$ cat src/rtl/card_dealer_pkg.sv
// -----------------------------------------------------------------------------
// dealer_pkg
// Shared types and constants for the card dealer and related game blocks.
//   CARD_W    : width of one card value (1..13)
//   DECK_SIZE : default number of cards per deck
//   PTR_W     : width of deck pointers / counters
//   LFSR_TAPS : Galois feedback taps for the 16-bit LFSR
//   state_t   : dealer FSM states
//   mask_for  : smallest all-ones value that is >= i (shuffle index mask)
// -----------------------------------------------------------------------------
package dealer_pkg;

    localparam int          CARD_W    = 4;
    localparam int          DECK_SIZE = 52;
    localparam int          PTR_W     = 6;
    localparam logic [15:0] LFSR_TAPS = 16'hB400;

    typedef enum logic [1:0] {
        INIT    = 2'd0,
        SHUFFLE = 2'd1,
        READY   = 2'd2
    } state_t;

    // Smearing the bits of i downwards yields 2^k-1 with 2^k-1 >= i.
    function automatic logic [PTR_W-1:0] mask_for(input logic [PTR_W-1:0] i);
        logic [PTR_W-1:0] m;
        m = i;
        m = m | (m >> 1);
        m = m | (m >> 2);
        m = m | (m >> 4);
        return m;
    endfunction

endpackage

$ cat src/rtl/card_dealer_if.sv
// -----------------------------------------------------------------------------
// card_dealer_if
// Request/response bundle between the game controller (master) and the
// card dealer (slave).
//   pip        : deal request, one-cycle pulse          (master -> slave)
//   reshuffle  : restart with a full deck, pulse        (master -> slave)
//   number     : last dealt card value, 1..13           (slave -> master)
//   ready      : deck shuffled and able to deal         (slave -> master)
//   cards_left : undealt cards, 0..52                   (slave -> master)
// -----------------------------------------------------------------------------
interface card_dealer_if;
    import dealer_pkg::*;

    logic              pip;
    logic              reshuffle;
    logic [CARD_W-1:0] number;
    logic              ready;
    logic [PTR_W-1:0]  cards_left;

    modport master (
        output pip, reshuffle,
        input  number, ready, cards_left
    );

    modport slave (
        input  pip, reshuffle,
        output number, ready, cards_left
    );

endinterface

$ cat src/rtl/card_dealer_lfsr16.sv
// -----------------------------------------------------------------------------
// lfsr16
// Free-running 16-bit Galois LFSR (right-shifting). With maximal-length taps
// and a nonzero seed it never reaches the all-zero state.
//   clk   : clock
//   rst_n : asynchronous active-low reset, loads SEED
//   q     : current LFSR state
// Parameters: SEED (must be nonzero), TAPS (feedback polynomial).
// -----------------------------------------------------------------------------
module lfsr16
    import dealer_pkg::*;
#(
    parameter logic [15:0] SEED = 16'hACE1,
    parameter logic [15:0] TAPS = LFSR_TAPS
) (
    input  logic        clk,
    input  logic        rst_n,
    output logic [15:0] q
);

    logic [15:0] q_q;
    logic [15:0] q_d;

    always_comb begin
        q_d = q_q >> 1;
        if (q_q[0]) begin
            q_d = (q_q >> 1) ^ TAPS;
        end
    end

    // NOTE: state registers use non-blocking (<=) assignments so every
    // flop samples the pre-edge values of all other flops.
    always_ff @(posedge clk or negedge rst_n) begin
        if (!rst_n) begin
            q_q <= SEED;
        end else begin
            q_q <= q_d;
        end
    end

    assign q = q_q;

endmodule

$ cat src/rtl/card_dealer.sv
// -----------------------------------------------------------------------------
// card_dealer
// 52-card deck (SUITS copies of each value 1..13). INIT fills the deck in
// order, SHUFFLE runs an LFSR-driven Fisher-Yates pass, READY deals one card
// per pip without replacement. number is registered, so it is valid the
// cycle after pip. Exhausting the deck triggers an automatic reshuffle; a
// pip arriving while not READY is held (depth 1) and served from the new deck.
//   clk        : controller's slow logic clock
//   rst_n      : asynchronous active-low reset
//   dif        : card_dealer_if.slave (pip, reshuffle, number, ready,
//                cards_left)
// Parameters: DECK_SIZE (= SUITS*13), SUITS, LFSR_SEED (nonzero).
// Build option: define DEALER_FIXED_DECK_EN to skip SHUFFLE, giving the
// deterministic deal order 1,2,...,13,1,2,... for bring-up.
// -----------------------------------------------------------------------------
module card_dealer #(
    parameter int          DECK_SIZE = dealer_pkg::DECK_SIZE,
    parameter int          SUITS     = 4,
    parameter logic [15:0] LFSR_SEED = 16'hACE1
) (
    input  logic             clk,
    input  logic             rst_n,
    card_dealer_if.slave     dif
);
    import dealer_pkg::*;

    localparam logic [PTR_W-1:0]  LAST_IDX  = PTR_W'(SUITS * 13 - 1);
    localparam logic [PTR_W-1:0]  FULL_DECK = PTR_W'(DECK_SIZE);
    localparam logic [CARD_W-1:0] MAX_VAL   = CARD_W'(13);

    state_t            state_q, state_d;
    logic [PTR_W-1:0]  idx_q, idx_d;      // k while filling, i while shuffling
    logic [CARD_W-1:0] fill_q, fill_d;    // (k mod 13)+1 without a divider
    logic [PTR_W-1:0]  ptr_q, ptr_d;
    logic              pending_q, pending_d;
    logic [CARD_W-1:0] number_q, number_d;
    logic              ready_q, ready_d;
    logic [PTR_W-1:0]  cards_left_q, cards_left_d;

    logic [CARD_W-1:0] deck_q [DECK_SIZE];

    logic [15:0]       lfsr;
    logic              lfsr_unused;       // only the low bits feed the shuffle
    logic [PTR_W-1:0]  cand;
    logic              init_wr;
    logic              swap_en;
    logic              deal;

    lfsr16 #(
        .SEED (LFSR_SEED),
        .TAPS (LFSR_TAPS)
    ) u_lfsr (
        .clk   (clk),
        .rst_n (rst_n),
        .q     (lfsr)
    );

    assign lfsr_unused = ^lfsr[15:PTR_W];

    // NOTE: every variable driven here gets a default first, so no path can
    // leave one unassigned and infer a latch.
    always_comb begin
        state_d      = state_q;
        idx_d        = idx_q;
        fill_d       = fill_q;
        ptr_d        = ptr_q;
        pending_d    = pending_q;
        number_d     = number_q;
        ready_d      = ready_q;
        cards_left_d = cards_left_q;
        init_wr      = 1'b0;
        swap_en      = 1'b0;
        deal         = 1'b0;
        cand         = lfsr[PTR_W-1:0] & mask_for(idx_q);

        case (state_q)
            INIT: begin
                init_wr = 1'b1;
                if (idx_q == LAST_IDX) begin
`ifdef DEALER_FIXED_DECK_EN
                    state_d      = READY;
                    ptr_d        = '0;
                    cards_left_d = FULL_DECK;
                    ready_d      = 1'b1;
`else
                    // idx already holds the top index, which is where i starts.
                    state_d = SHUFFLE;
`endif
                end else begin
                    idx_d  = idx_q + PTR_W'(1);
                    fill_d = (fill_q == MAX_VAL) ? CARD_W'(1) : fill_q + CARD_W'(1);
                end
            end

            SHUFFLE: begin
                // A candidate above i is rejected rather than folded, keeping
                // the pick uniform over 0..i.
                if (cand <= idx_q) begin
                    swap_en = 1'b1;
                    idx_d   = idx_q - PTR_W'(1);
                    if (idx_q == PTR_W'(1)) begin
                        state_d      = READY;
                        ptr_d        = '0;
                        cards_left_d = FULL_DECK;
                        ready_d      = 1'b1;
                    end
                end
            end

            READY: begin
                // pending can only be set outside READY, so it is only seen
                // here on the first READY cycle.
                deal = dif.pip || pending_q;
                if (deal) begin
                    number_d     = deck_q[ptr_q];
                    ptr_d        = ptr_q + PTR_W'(1);
                    cards_left_d = cards_left_q - PTR_W'(1);
                    pending_d    = 1'b0;
                    if (ptr_q == LAST_IDX) begin
                        state_d      = INIT;
                        idx_d        = '0;
                        fill_d       = CARD_W'(1);
                        ptr_d        = '0;
                        ready_d      = 1'b0;
                        cards_left_d = '0;
                    end
                end
            end

            default: begin
                state_d = INIT;
            end
        endcase

        if ((state_q != READY) && dif.pip) begin
            pending_d = 1'b1;
        end

        // Reshuffle wins over everything except the deal itself, which has
        // already updated number above; pending survives on purpose.
        if (dif.reshuffle) begin
            state_d      = INIT;
            idx_d        = '0;
            fill_d       = CARD_W'(1);
            ptr_d        = '0;
            ready_d      = 1'b0;
            cards_left_d = '0;
        end
    end

    always_ff @(posedge clk or negedge rst_n) begin
        if (!rst_n) begin
            state_q      <= INIT;
            idx_q        <= '0;
            fill_q       <= CARD_W'(1);
            ptr_q        <= '0;
            pending_q    <= 1'b0;
            number_q     <= '0;
            ready_q      <= 1'b0;
            cards_left_q <= '0;
        end else begin
            state_q      <= state_d;
            idx_q        <= idx_d;
            fill_q       <= fill_d;
            ptr_q        <= ptr_d;
            pending_q    <= pending_d;
            number_q     <= number_d;
            ready_q      <= ready_d;
            cards_left_q <= cards_left_d;
        end
    end

    // NOTE: the deck storage has no reset; INIT rewrites every entry before
    // anything reads it, so a reset network on it would buy nothing.
    always_ff @(posedge clk) begin
        if (init_wr) begin
            deck_q[idx_q] <= fill_q;
        end else if (swap_en) begin
            // Both reads see pre-edge contents, so this is a true swap
            // (and a harmless self-write when cand == i).
            deck_q[idx_q] <= deck_q[cand];
            deck_q[cand]  <= deck_q[idx_q];
        end
    end

    assign dif.number     = number_q;
    assign dif.ready      = ready_q;
    assign dif.cards_left = cards_left_q;

endmodule
$ cat src/flat_wrapper.sv
// flat-port wrapper written by rule: the top's interface ports become plain ports
module card_dealer_flat import dealer_pkg::*;
#(
    parameter int          DECK_SIZE = dealer_pkg::DECK_SIZE,
    parameter int          SUITS     = 4,
    parameter logic [15:0] LFSR_SEED = 16'hACE1
)
  (clk, rst_n, dif_pip, dif_reshuffle, dif_number, dif_ready, dif_cards_left);
  card_dealer_if dif_i ();
  input  logic clk;
  input  logic rst_n;
  input wire logic [$bits(dif_i.pip)-1:0] dif_pip;
  input wire logic [$bits(dif_i.reshuffle)-1:0] dif_reshuffle;
  output wire logic [$bits(dif_i.number)-1:0] dif_number;
  output wire logic [$bits(dif_i.ready)-1:0] dif_ready;
  output wire logic [$bits(dif_i.cards_left)-1:0] dif_cards_left;
  assign dif_i.pip = dif_pip;
  assign dif_i.reshuffle = dif_reshuffle;
  assign dif_number = dif_i.number;
  assign dif_ready = dif_i.ready;
  assign dif_cards_left = dif_i.cards_left;
  card_dealer #(.DECK_SIZE(DECK_SIZE), .SUITS(SUITS), .LFSR_SEED(LFSR_SEED)) u_core (.clk(clk), .rst_n(rst_n), .dif(dif_i));
endmodule
$ cat config.mk
export PLATFORM = sky130hd
export DESIGN_NAME = card_dealer_flat
export DESIGN_NICKNAME = d
export VERILOG_FILES = /design/src/rtl/card_dealer_pkg.sv /design/src/rtl/card_dealer_if.sv /design/src/rtl/card_dealer_lfsr16.sv /design/src/rtl/card_dealer.sv /design/src/flat_wrapper.sv
export SDC_FILE = /design/constraint.sdc
export NUM_CORES = 1
export LEC_CHECK = 0
export CAP_MARGIN = 20
export CORE_ASPECT_RATIO = 1.2
export CORE_MARGIN = 3
export CORE_UTILIZATION = 52
export CTS_CLUSTER_SIZE = 12
export DETAILED_ROUTE_END_ITERATION = 16
export PLACE_DENSITY = 0.68
export SLEW_MARGIN = 25
export SYNTH_ARGS = -nofsm -noshare
export SYNTH_HDL_FRONTEND = slang
export SYNTH_SLANG_ARGS = --single-unit
$ cat constraint.sdc
create_clock -name clk -period 6.5 [get_ports clk]
set_clock_uncertainty 0.05 [all_clocks]
set_input_delay 1.3 -clock clk [delete_from_list [all_inputs] [get_ports clk]]
set_output_delay 1.3 -clock clk [all_outputs]
set_load 0.05 [all_outputs]
# Word level (Yosys, flattened, before mapping)
# Memory sizes are Yosys's and may differ from the RTL's. A register that Yosys moved wholly into a read port is not among the register bits.
# Cells that the tools add are included.
dict set report classes {
  eq_ne 13
  shift 0
  muxes 50
  n_lt_le_gt_ge 1
  bitwise_logic 6
  n_reduce_logical 16
  add_sub_neg 5
  mul 0
  n_div 0
}
# cell count
set op_table {}
lappend op_table {{2-to-1 mux 6 bit} 15}
lappend op_table {{2-to-1 mux 4 bit} 6}
lappend op_table {{case mux 6 bit (2 select lines)} 2}
lappend op_table {{case mux 6 bit (3 select lines)} 1}
lappend op_table {{2-to-1 mux 1 bit} 16}
lappend op_table {{2-to-1 mux 16 bit} 1}
lappend op_table {{!= test 3 x 2 -> 1 bit, second input constant} 5}
lappend op_table {{AND reduction 5 bit} 3}
lappend op_table {{adder 6 x 1 -> 6 bit, second input constant} 2}
lappend op_table {{equality test 6 bit, second input constant} 2}
lappend op_table {{2-to-1 mux 2 bit} 6}
lappend op_table {{subtractor 6 x 1 -> 6 bit, second input constant} 2}
lappend op_table {{case mux 4 bit (2 select lines)} 1}
lappend op_table {{AND reduction 4 bit} 2}
lappend op_table {{AND 6 bit} 1}
lappend op_table {{equality test 6 x 1 -> 1 bit, second input constant} 1}
lappend op_table {{less-or-equal comparator 6 bit} 1}
lappend op_table {{OR 6 x 2 -> 6 bit} 1}
lappend op_table {{OR 6 x 4 -> 6 bit} 1}
lappend op_table {{OR 6 x 5 -> 6 bit} 1}
lappend op_table {{case mux 2 bit (3 select lines)} 1}
lappend op_table {{nonzero test 3 bit} 2}
lappend op_table {{adder 4 x 1 -> 4 bit, second input constant} 1}
lappend op_table {{equality test 4 bit, second input constant} 1}
lappend op_table {{other kinds (14)} 16}
dict set report word_totals {
  inputBits 4
  output_inout_bits 11
  latch_bits 0
  rom_bits 0
  regBits 42
  memories 1
  elab_cells 100
  ramBits 208
}
# memory words width read_ports rd_clocked_by_memory_dff write_ports line
set mem_list {}
lappend mem_list {u_core.deck_q 52 4 3 1 2 card_dealer.sv:40} ;# logic [CARD_W-1:0] deck_q [DECK_SIZE];

# Logic depth before layout (Yosys ltp)
# Gate-level depths: netlist (run 1).
dict set report depth {
  ltp_word 11
  depth_mapped 20
  ltp_nobuf 12
}

# By module
# From an unflattened synthesis (run 1), not the netlist that was laid out.
dict set report unflattened {
  cells_unflattened 1963
  area_unflattened_um2 19012.0
}
# mod cells_each seq_area_each_um2 n_inst area_per_inst_um2
set modules_own_cells {}
lappend modules_own_cells {card_dealer 1931 6998.0 1 18477.7}
lappend modules_own_cells {lfsr16 32 410.4 1 534.3}

# Worst setup path after synthesis (run 1)
# OpenSTA, ideal clock, no wires.
dict set report synth_timing {
  path_kind {register to register}
  startpoint {register u_core.idx_q[0]}
  endpoint {memory u_core.deck_q[7][0], enable pin}
  n_path_buf 7
  setup_slack_ps 1645
  required_time_ps 6089
  setup_ps 361
  period_less_slack_ps 4855
  arrival_time_ps 4443
  stages_incl_launch_ff 20
  path_cell_list {dfrtp_1 buf_2 buf_1 buf_2 inv_1 ha_1 a21oi_2 inv_2 buf_4 buf_6 buf_6 ha_1 nand2_1 nand4bb_1 a2bb2oi_1 o21ai_0 clkbuf_1 nor3_1 nand2_1 o21ai_0}
}
# item line
set synth_rtl {}
lappend synth_rtl {{start, declared} card_dealer.sv:32} ;# logic [PTR_W-1:0] idx_q, idx_d;
lappend synth_rtl {{start signal, assigned} card_dealer.sv:163} ;# idx_q <= idx_d;
lappend synth_rtl {{end, declared} card_dealer.sv:40}

==> results of run 1 <==
cells in the mapped netlist, types with 5 or more instances:
library cell,instances
nand3b_1,7
clkbuf_1,76
nand4_1,12
edfxtp_1,208
mux4_2,89
buf_6,7
buf_1,15
nor3_1,26
a21oi_1,46
nand2_1,145
a311oi_1,12
o31ai_1,9
mux2i_1,226
o311ai_0,5
nor2b_1,8
buf_2,27
nand3_1,44
dfrtp_1,37
a221oi_1,8
nand2b_1,6
o21ai_0,90
or2_2,6
a31oi_1,7
a41oi_1,6
o211ai_1,9
nor2_1,75
inv_1,24
ha_1,13
and3_1,12
mux2_2,21
o22ai_1,40
a22oi_1,61
buf_4,8
dfstp_2,9
and2_1,6
a211oi_1,6
a222oi_1,10
metrics by stage:
stage	total power [mW]	util, %	cells	hold WS [ps]
2_1_floorplan	2.17	-	1511	281
3_3_place_gp	2.38	54.6	1850	298
3_5_place_dp	2.39	54.6	1850	290
4_1_cts	3.98	57.4	1898	308
5_1_grt	4.08	57.4	1898	308
6_report	3.99	57.4	1898	307
sequential cells by signal, indices dropped and copies added (netlist names), 2 cells and up:
register	flops
u_core.state_q	2
u_core.deck_q	208
u_core.dif.number	4
u_core.fill_q	4
u_core.idx_q	6
u_core.ptr_q	6
u_core.dif.cards_left	6
u_core.u_lfsr.q	16
logic make-up after synthesis:
group / count (synthesis) / synth area share (%)
DFF: 254 / 43.1
muxes: 336 / 26.2
adders and majority gates: 13 / 0.947
xor gates and xnor gates: 3 / 0.153
AOI/OAI and AO/OA: 370 / 15.0
buffers and inverters: 161 / 4.20
and+or+nand+nor: 374 / 10.3
worst max path at each step:
stage               slack [ps]                    to          startpoint  cells after the start
floorplan                 1650   u_core.deck_q[7][0]     u_core.idx_q[0]                     19
global placement          1320  u_core.deck_q[47][2]  u_core.u_lfsr.q[0]                     13
detailed placement        1240  u_core.deck_q[31][0]  u_core.u_lfsr.q[0]                     13
CTS                       1210  u_core.deck_q[31][1]  u_core.u_lfsr.q[0]                     13
global route               840  u_core.deck_q[23][2]  u_core.u_lfsr.q[0]                     13
finish                     900  u_core.deck_q[31][3]  u_core.u_lfsr.q[0]                     13
per-layer routing:
layer / vias to the layer above / GRT usage [%] / wire length (um)
met1: 7315 / 50.7 / 24500
met5: - / 0 / 27
met4: 4 / 25.6 / 6010
li1: 5910 / - / -
met2: 1269 / 59.2 / 30700
met3: 346 / 10.0 / 8880
worst max-delay path, cell delays in order, from the launching register on:
cell and delay, ps:
dfstp_2 900, inv_1 290, a21oi_2 540, inv_2 430, ha_1 400, nand2_1 50, nand4bb_1 190, a2bb2oi_1 320
o21ai_2 270, buf_4 310, nor3_1 630, buf_4 290, nand2_1 180, o21ai_0 340
power by group through the flow:
stage	Clock [mW]	Combinational (mW)	Sequential, mW
after floorplan	0	0.337	1.83
after global routing	1.68	0.589	1.81
after global placement	0	0.540	1.84
after CTS	1.62	0.551	1.81
final	1.61	0.569	1.81
after detailed placement	0	0.548	1.84
area by class of cell:
class                      count  area, um^2
fill                        2745       13800
multi-input combinational   1096        9130
sequential                   254        7420
clock buffer                  34         744
timing repair buffer          66         551
tap                          407         509
clock inverter                14         155
inverter                      27         101
==> results.cfg, run 1 <==
[synth]
syn_avg_cell_area_um2 = 11.4
synth-seq-cells = 254
synth_cells = 1511
syn_area_mm2 = 0.0172
synth_top_cell_by_area = edfxtp_1
synth_edf_count = 208
async_reset_ff_share_pct = 18.1
ys.flop_type = edfxtp_1
synth-seq-area-share_pct = 43.1
synth_fp_nets = 1528
synthTopCellsByArea = edfxtp_1 36%, mux2i_1 13%, mux4_2 12%, dfrtp_1 5.4%, nand2_1 3.2%
synth_cell_types = 92
synth_top_area_share_pct = 36.4
ys.warnings.count = 0

[timing]
max_freq_mhz = 179
slew_viol_final = 0
period_share_pct = 86.2
rsz0062_at_grt = false
setup_viol = 0
finalHoldViolations = 0
worst_pin_slew_ps = 1160
slew_headroom_pct = 22.4
fin_ws_ps = 900
final.min_clock_period_ps = 5600
tns_ps = 0

[global_routing]
first_global_vias = 14300
overflow = 0
antenna_found_initial = 2
grt_pass1_wl_um = 100000
grt_usage_pct = 39.5
grt_max_degree = 38

[clock_tree]
cts-htree-levels = 1
cts_root_buf = clkbuf_16
cts_sinks = 254
cts_tree = yes
clockBufferDepth = 3
cts_resized = 0
clk-insertion-delay-late_ps = 580
cts_setup_buffers = 0
path_clk_slew_ps = 70
hold_buffers = 0
cts_buffers = 29

[final_layout]
layout_commonest_cell = mux2i_1
num_antenna_cells = 0
design_area_mm2 = 0.0186
final_cell_mix = 225 x mux2i_1, 208 x edfxtp_1, 145 x nand2_1
drive_gt1_share_pct = 17.2
syn2layout_area_growth_pct = 8.30
layout.nets = 1491

[setup_path]
crit_fanout = 21
worst_ep_required_time_ps = 6660
cp-start-kind = register
crit_arrival_ps = 5760
critPathKind = register to register
crit-reg2reg-launch = u_core.u_lfsr.q[0]
r2r_setup_slack_ps = 900
cp-end-kind = register
reg2regPathDepth = 13
r2r-end = u_core.deck_q[31][3]

[power_and_ir_drop]
p_sw_share_pct = 27.6
powerDensity_mw_per_mm2 = 214
peakVddDrop_v = 0.000185
p_leak_nw = 6.93
seq_power_share_pct = 45.4
internal_power_mw = 2.89
p_comb_share_pct = 14.3
pwr-share-clk_pct = 40.4
p_sw_mw = 1.10

[place]
place_congestion = 1.08
dpl.hpwl_um = 50300
io_buffers = 14
place_area_mm2 = 0.0177
pre_cts_slack_ps = 1240

[min_path]
min_to = u_core.u_lfsr.q[11]
whs_path_depth = 0
hp-class = register to register
min_from = u_core.u_lfsr.q[12]

[floorplan]
io_pins = 15
dieArea_mm2 = 0.0353
core_area_mm2 = 0.0324
start_util_pct = 53.0
die_h_um = 205
row_count = 72
die_w_um = 172

[run]
cap_viol_max_count = 0

[drt]
wl_um = 70100
viasPerCell = 7.82
route.vias.total = 14800
drt_iter0_drc = 2543
drt_pass1_iterations = 7
post_drt_wl_per_cell_um = 36.9
ant_nets = 0
remaining_drc_errors = 0

[run_status]
status = complete, no violations
Note: power is estimated with default switching activity, not from simulation.
==> run 2, diff against run 1 <==
CAP_MARGIN = 40   (was 20)
CORE_ASPECT_RATIO = 0.6   (was 1.2)
CORE_MARGIN = 4   (was 3)
==> run 2 against run 1 <==
  * Power shrank 3.2%
  * First-iteration DRC count grew 6.4%
  * Clock power shrank 9%
  * Combinational power grew 3%
  * Via count grew 2.0%
  * Routed wire length grew 6.7%
  * Sequential power is essentially flat
  * Non-clock buffer count grew 21
  * Flip-flop and latch count is the same
  * Hold slack lost 9.7 ps
  * Final cell count grew 1.6%
  * Largest power group unchanged
  * Highest routed layer unchanged
==> results.cfg, run 2 (synthesized netlist as in run 1, its figures left out) <==
[run_status]
status = complete, no violations

[timing]
setup_viol = 0
slew_headroom_pct = 23.8
rsz0062_at_grt = false
max_freq_mhz = 176
final.min_clock_period_ps = 5700
slew_viol_final = 0
period_share_pct = 87.6
worst_pin_slew_ps = 1140
tns_ps = 0
finalHoldViolations = 0

[final_layout]
layout_commonest_cell = mux2i_1
drive_gt1_share_pct = 17.7
final_cell_mix = 225 x mux2i_1, 208 x edfxtp_1, 145 x nand2_1
syn2layout_area_growth_pct = 8.74
final_core_util_pct = 57.5
regMostFlops = u_core.deck_q
largest_reg_flops = 208
design_area_mm2 = 0.0187
layout.nets = 1509

[clock_tree]
cts-htree-levels = 1
clk-insertion-delay-late_ps = 570
cts_setup_buffers = 0
cts_root_buf = clkbuf_16
cts_tree = yes
cts_resized = 0
path_clk_slew_ps = 60
clockBufferDepth = 3
cts_buffers = 26
hold_buffers = 0
cts_sinks = 254

[power_and_ir_drop]
peakVddDrop_v = 0.000212
powerDensity_mw_per_mm2 = 207
p_leak_nw = 6.99

[drt]
viasPerCell = 7.85
post_drt_wl_per_cell_um = 38.8
route.vias.total = 15100
drt_iter0_drc = 2706
wl_um = 74700
remaining_drc_errors = 0
ant_nets = 0
drt_pass1_iterations = 6

[setup_path]
critPathKind = register to register
cp_slowest_stage_delay_ps = 1030
cp_top_family = simple AND/OR/NAND/NOR gates
cp-end-kind = register
crit_arrival_ps = 5910
cp-start-kind = register
worstPathCellList = buf_4 -> nor2b_1 -> nor3_4 -> or2_1 -> a222oi_1 -> o221a_2 -> nand4b_1 -> o22ai_4 -> buf_4 -> mux2i_1
slowest_stage = dfstp_2
critPathBufInv = 2
worst_ep_required_time_ps = 6710
crit_top_cell = buf_4
crit_fanout = 45

[floorplan]
die_w_um = 243
die_h_um = 149
start_util_pct = 52.9
row_count = 51
core_area_mm2 = 0.0325
io_pins = 15
dieArea_mm2 = 0.0361

[global_routing]
first_global_vias = 13900
grt_usage_pct = 40.6
overflow = 0
grt_pass1_wl_um = 105000
grt_max_degree = 54
antenna_found_initial = 7

[place]
place_congestion = 1.10
place_area_mm2 = 0.0179
io_buffers = 14
dpl.hpwl_um = 54400

[min_path]
hp-class = register to register

[run]
cap_viol_max_count = 0
-- run 2: changes by cell type in the layout (fill, tap and decap cells not counted), moves of 2 or more --
| cell | delta |
|---|---|
| clkinv_1 | -2 |
| clkbuf_8 | +2 |
| buf_6 | +4 |
| buf_4 | +12 |
| clkinvlp_4 | -2 |
| buf_8 | +4 |
| bufinv_16 | -2 |
| clkbuf_16 | -2 |
| clkinv_2 | -5 |
| clkbuf_1 | +2 |
-- run 2: area by class of cell --
cell class                      count  area [um^2]
Fill cell                        2712        13800
Multi-Input combinational cell   1096         9110
Antenna cell                        1         2.50
Inverter                           27          101
Sequential cell                   254         7420
Timing Repair Buffer               87          738
Clock buffer                       36          729
Clock inverter                      3         47.5
Tap cell                          424          531
-- run 2: path summary, 6_finish.rpt --
path / startpoint / end / slack, ps / depth (start not counted)
max in group asynchronous: rst_n / u_core.u_lfsr.q[0] / 5200 / 2
setup reg to reg: u_core.u_lfsr.q[0] / u_core.deck_q[9][0] / 800 / 10
hold / removal: u_core.u_lfsr.q[9] / u_core.u_lfsr.q[8] / 300 / 0
setup / recovery: u_core.u_lfsr.q[0] / u_core.deck_q[9][0] / 800 / 10
min in group asynchronous: rst_n / u_core.ptr_q[4] / 620 / 1
hold reg to reg: u_core.u_lfsr.q[9] / u_core.u_lfsr.q[8] / 300 / 0
-- run 2: worst reg2reg max path, stage by stage, from the launching register on --
cell	delay (ps)
dfstp_2	1030
buf_4	390
nor2b_1	560
nor3_4	170
or2_1	540
a222oi_1	790
o221a_2	300
nand4b_1	450
o22ai_4	260
buf_4	600
mux2i_1	270
-- run 2: through the flow --
step	setup WS, ps	hold slack [ps]	power [mW]	std cells
floorplan	1650	281	2.17	1511
global placement	1180	283	2.39	1874
detailed placement	1180	288	2.40	1884
CTS	1160	300	3.84	1923
global route	807	311	3.95	1928
finish	805	297	3.86	1928
-- run 2: per-layer routing --
layer,routed length [um],up-vias,GRT usage [%]
met1,30000,7544,59.2
met2,28100,1415,52.9
met5,145,-,2.01
met4,2910,10,12.3
li1,-,5961,-
met3,13500,208,19.6
-- run 2: power breakdown --
group          internal [mW]  switching (mW)
Clock                  0.812           0.651
Combinational          0.171           0.418
Sequential              1.79          0.0200
Total                   2.77            1.09
==> run 3, diff against run 2 <==
HOLD_SLACK_MARGIN = 0.03   (was not set)
RECOVER_POWER = 25   (was not set)
==> run 3 against run 2 <==
  * The run now ends with max-capacitance violations, max-slew violations left
  * Final cell count stayed put
  * Utilization shrank 0.14 points
  * Global-route usage stayed put
  * Sequential share of layout area increased by 0.072 points
  * Final area fell by 0.25%
  * Power about the same
  * Flip-flop and latch count is the same
  * Fmax shrank 3.4%
  * First-iteration DRC count is 1.7% higher
==> results.cfg, run 3 (synthesized netlist as in run 1, its figures left out) <==
[drt]
post_drt_wl_per_cell_um = 38.7
route.vias.total = 15100
viasPerCell = 7.84
ant_nets = 0
drt_pass1_iterations = 8
drt_iter0_drc = 2752
wl_um = 74600
remaining_drc_errors = 0

[place]
place_congestion = 1.10
dpl.hpwl_um = 54400
place_area_mm2 = 0.0179
place_inst = 1884
io_buffers = 14
pre_cts_slack_ps = 1180

[floorplan]
io_pins = 15
row_count = 51
die_w_um = 243
dieArea_mm2 = 0.0361
die_h_um = 149
core_area_mm2 = 0.0325
start_util_pct = 52.9

[power_and_ir_drop]
powerDensity_mw_per_mm2 = 207
p_leak_nw = 7.01
peakVddDrop_v = 0.000214

[setup_path]
worst_ep_required_time_ps = 6730
cp_slowest_stage_delay_ps = 1030
crit_fanout = 28
cp-start-kind = register
critPathBufInv = 5
crit_arrival_ps = 6130
cp_top_family = compound AO/OA/AOI/OAI gates
crit_top_cell = buf_4
cp-end-kind = register
critPathKind = register to register
worstPathCellList = inv_1 -> a21oi_1 -> inv_2 -> ha_1 -> a21boi_0 -> a22oi_1 -> a2bb2oi_1 -> o21ai_2 -> buf_4 -> nor4_1 -> clkbuf_1 -> a21boi_4 -> buf_4 -> mux2i_1
slowest_stage = dfstp_2

[final_layout]
syn2layout_area_growth_pct = 8.47
drive_gt1_share_pct = 17.0
layout_commonest_cell = mux2i_1
largest_reg_flops = 208
design_area_mm2 = 0.0186
regMostFlops = u_core.deck_q
final_cell_mix = 225 x mux2i_1, 208 x edfxtp_1, 145 x nand2_1
layout.nets = 1509
final_cells = 1928

[clock_tree]
cts-htree-levels = 1
cts_tree = yes
clockBufferDepth = 3
cts_buffers = 26
hold_buffers = 0
cts_root_buf = clkbuf_16
cts_setup_buffers = 0
path_clk_slew_ps = 60
clk-insertion-delay-late_ps = 570
cts_sinks = 254
cts_resized = 0

[timing]
tns_ps = 0
period_share_pct = 90.7
worst_pin_slew_ps = 2050
slew_headroom_pct = -36.7
finalHoldViolations = 0
setup_viol = 0
final.min_clock_period_ps = 5900
rsz0062_at_grt = false
slew_viol_final = 64
fin_ws_ps = 604
max_freq_mhz = 170

[run_status]
violations = max-capacitance violations, max-slew violations
status = finished with violations

[global_routing]
antenna_found_initial = 7
grt_pass1_wl_um = 105000
first_global_vias = 13900
grt_usage_pct = 40.6
grt_max_degree = 54
overflow = 0

[min_path]
hp-class = register to register

[run]
cap_viol_max_count = 2
run 3: cell types whose count changed in the layout (fill, tap and decap cells not counted), sizes merged:
| cell | change |
|---|---|
| buf | -5 |
| clkbuf | +5 |
| clkdlybuf4s50 | -12 |
| dlygate4sd3 | +12 |
run 3: layer usage:
layer	vias up	global-route usage [%]	wire length, um
met5	-	2.01	156
met3	212	19.6	13300
met4	10	12.3	2980
met1	7534	59.2	30000
li1	5974	-	-
met2	1394	52.9	28200
run 3: worst reg2reg max path, stage by stage, from the launching register on:
cell and delay, ps:
dfstp_2 1030, inv_1 320, a21oi_1 670, inv_2 350, ha_1 320, a21boi_0 130
a22oi_1 190, a2bb2oi_1 160, o21ai_2 740, buf_4 420, nor4_1 130, clkbuf_1 320
a21boi_4 250, buf_4 360, mux2i_1 190
run 3: final cells by class:
cell class              count  area [um^2]
fillers                  2724        13800
multi-input cells        1096         9100
flip-flops and latches    254         7410
clock buffers              36          729
repair buffers             87          707
well taps                 424          531
inverters                  27          101
clock inverters             3         47.5
diodes                      1         2.50
run 3: report_power, final:
group | total, mW | switching [mW] | internal (mW)
clock network | 1.47 | 0.654 | 0.812
logic | 0.586 | 0.417 | 0.169
registers | 1.81 | 0.0203 | 1.79
run 3: path summary, 6_finish.rpt:
kind	start	endpoint	slack [ps]	depth (start not counted)
setup / recovery	u_core.u_lfsr.q[0]	u_core.deck_q[4][3]	600	14
hold / removal	u_core.u_lfsr.q[9]	u_core.u_lfsr.q[8]	300	0
setup reg to reg	u_core.u_lfsr.q[0]	u_core.deck_q[4][3]	600	14
hold reg to reg	u_core.u_lfsr.q[9]	u_core.u_lfsr.q[8]	300	0
max in group asynchronous	rst_n	u_core.idx_q[0]	3430	2
min in group asynchronous	rst_n	u_core.ptr_q[4]	790	1
run 3: metrics by stage:
stage / utilization [%] / total power, mW / hold WS [ps]
final: 57.4 / 3.86 / 298
after global routing: 57.4 / 3.95 / 311
after CTS: 57.4 / 3.84 / 300
after detailed placement: 55.0 / 2.40 / 288
after global placement: 54.6 / 2.39 / 283
after floorplan: - / 2.17 / 281
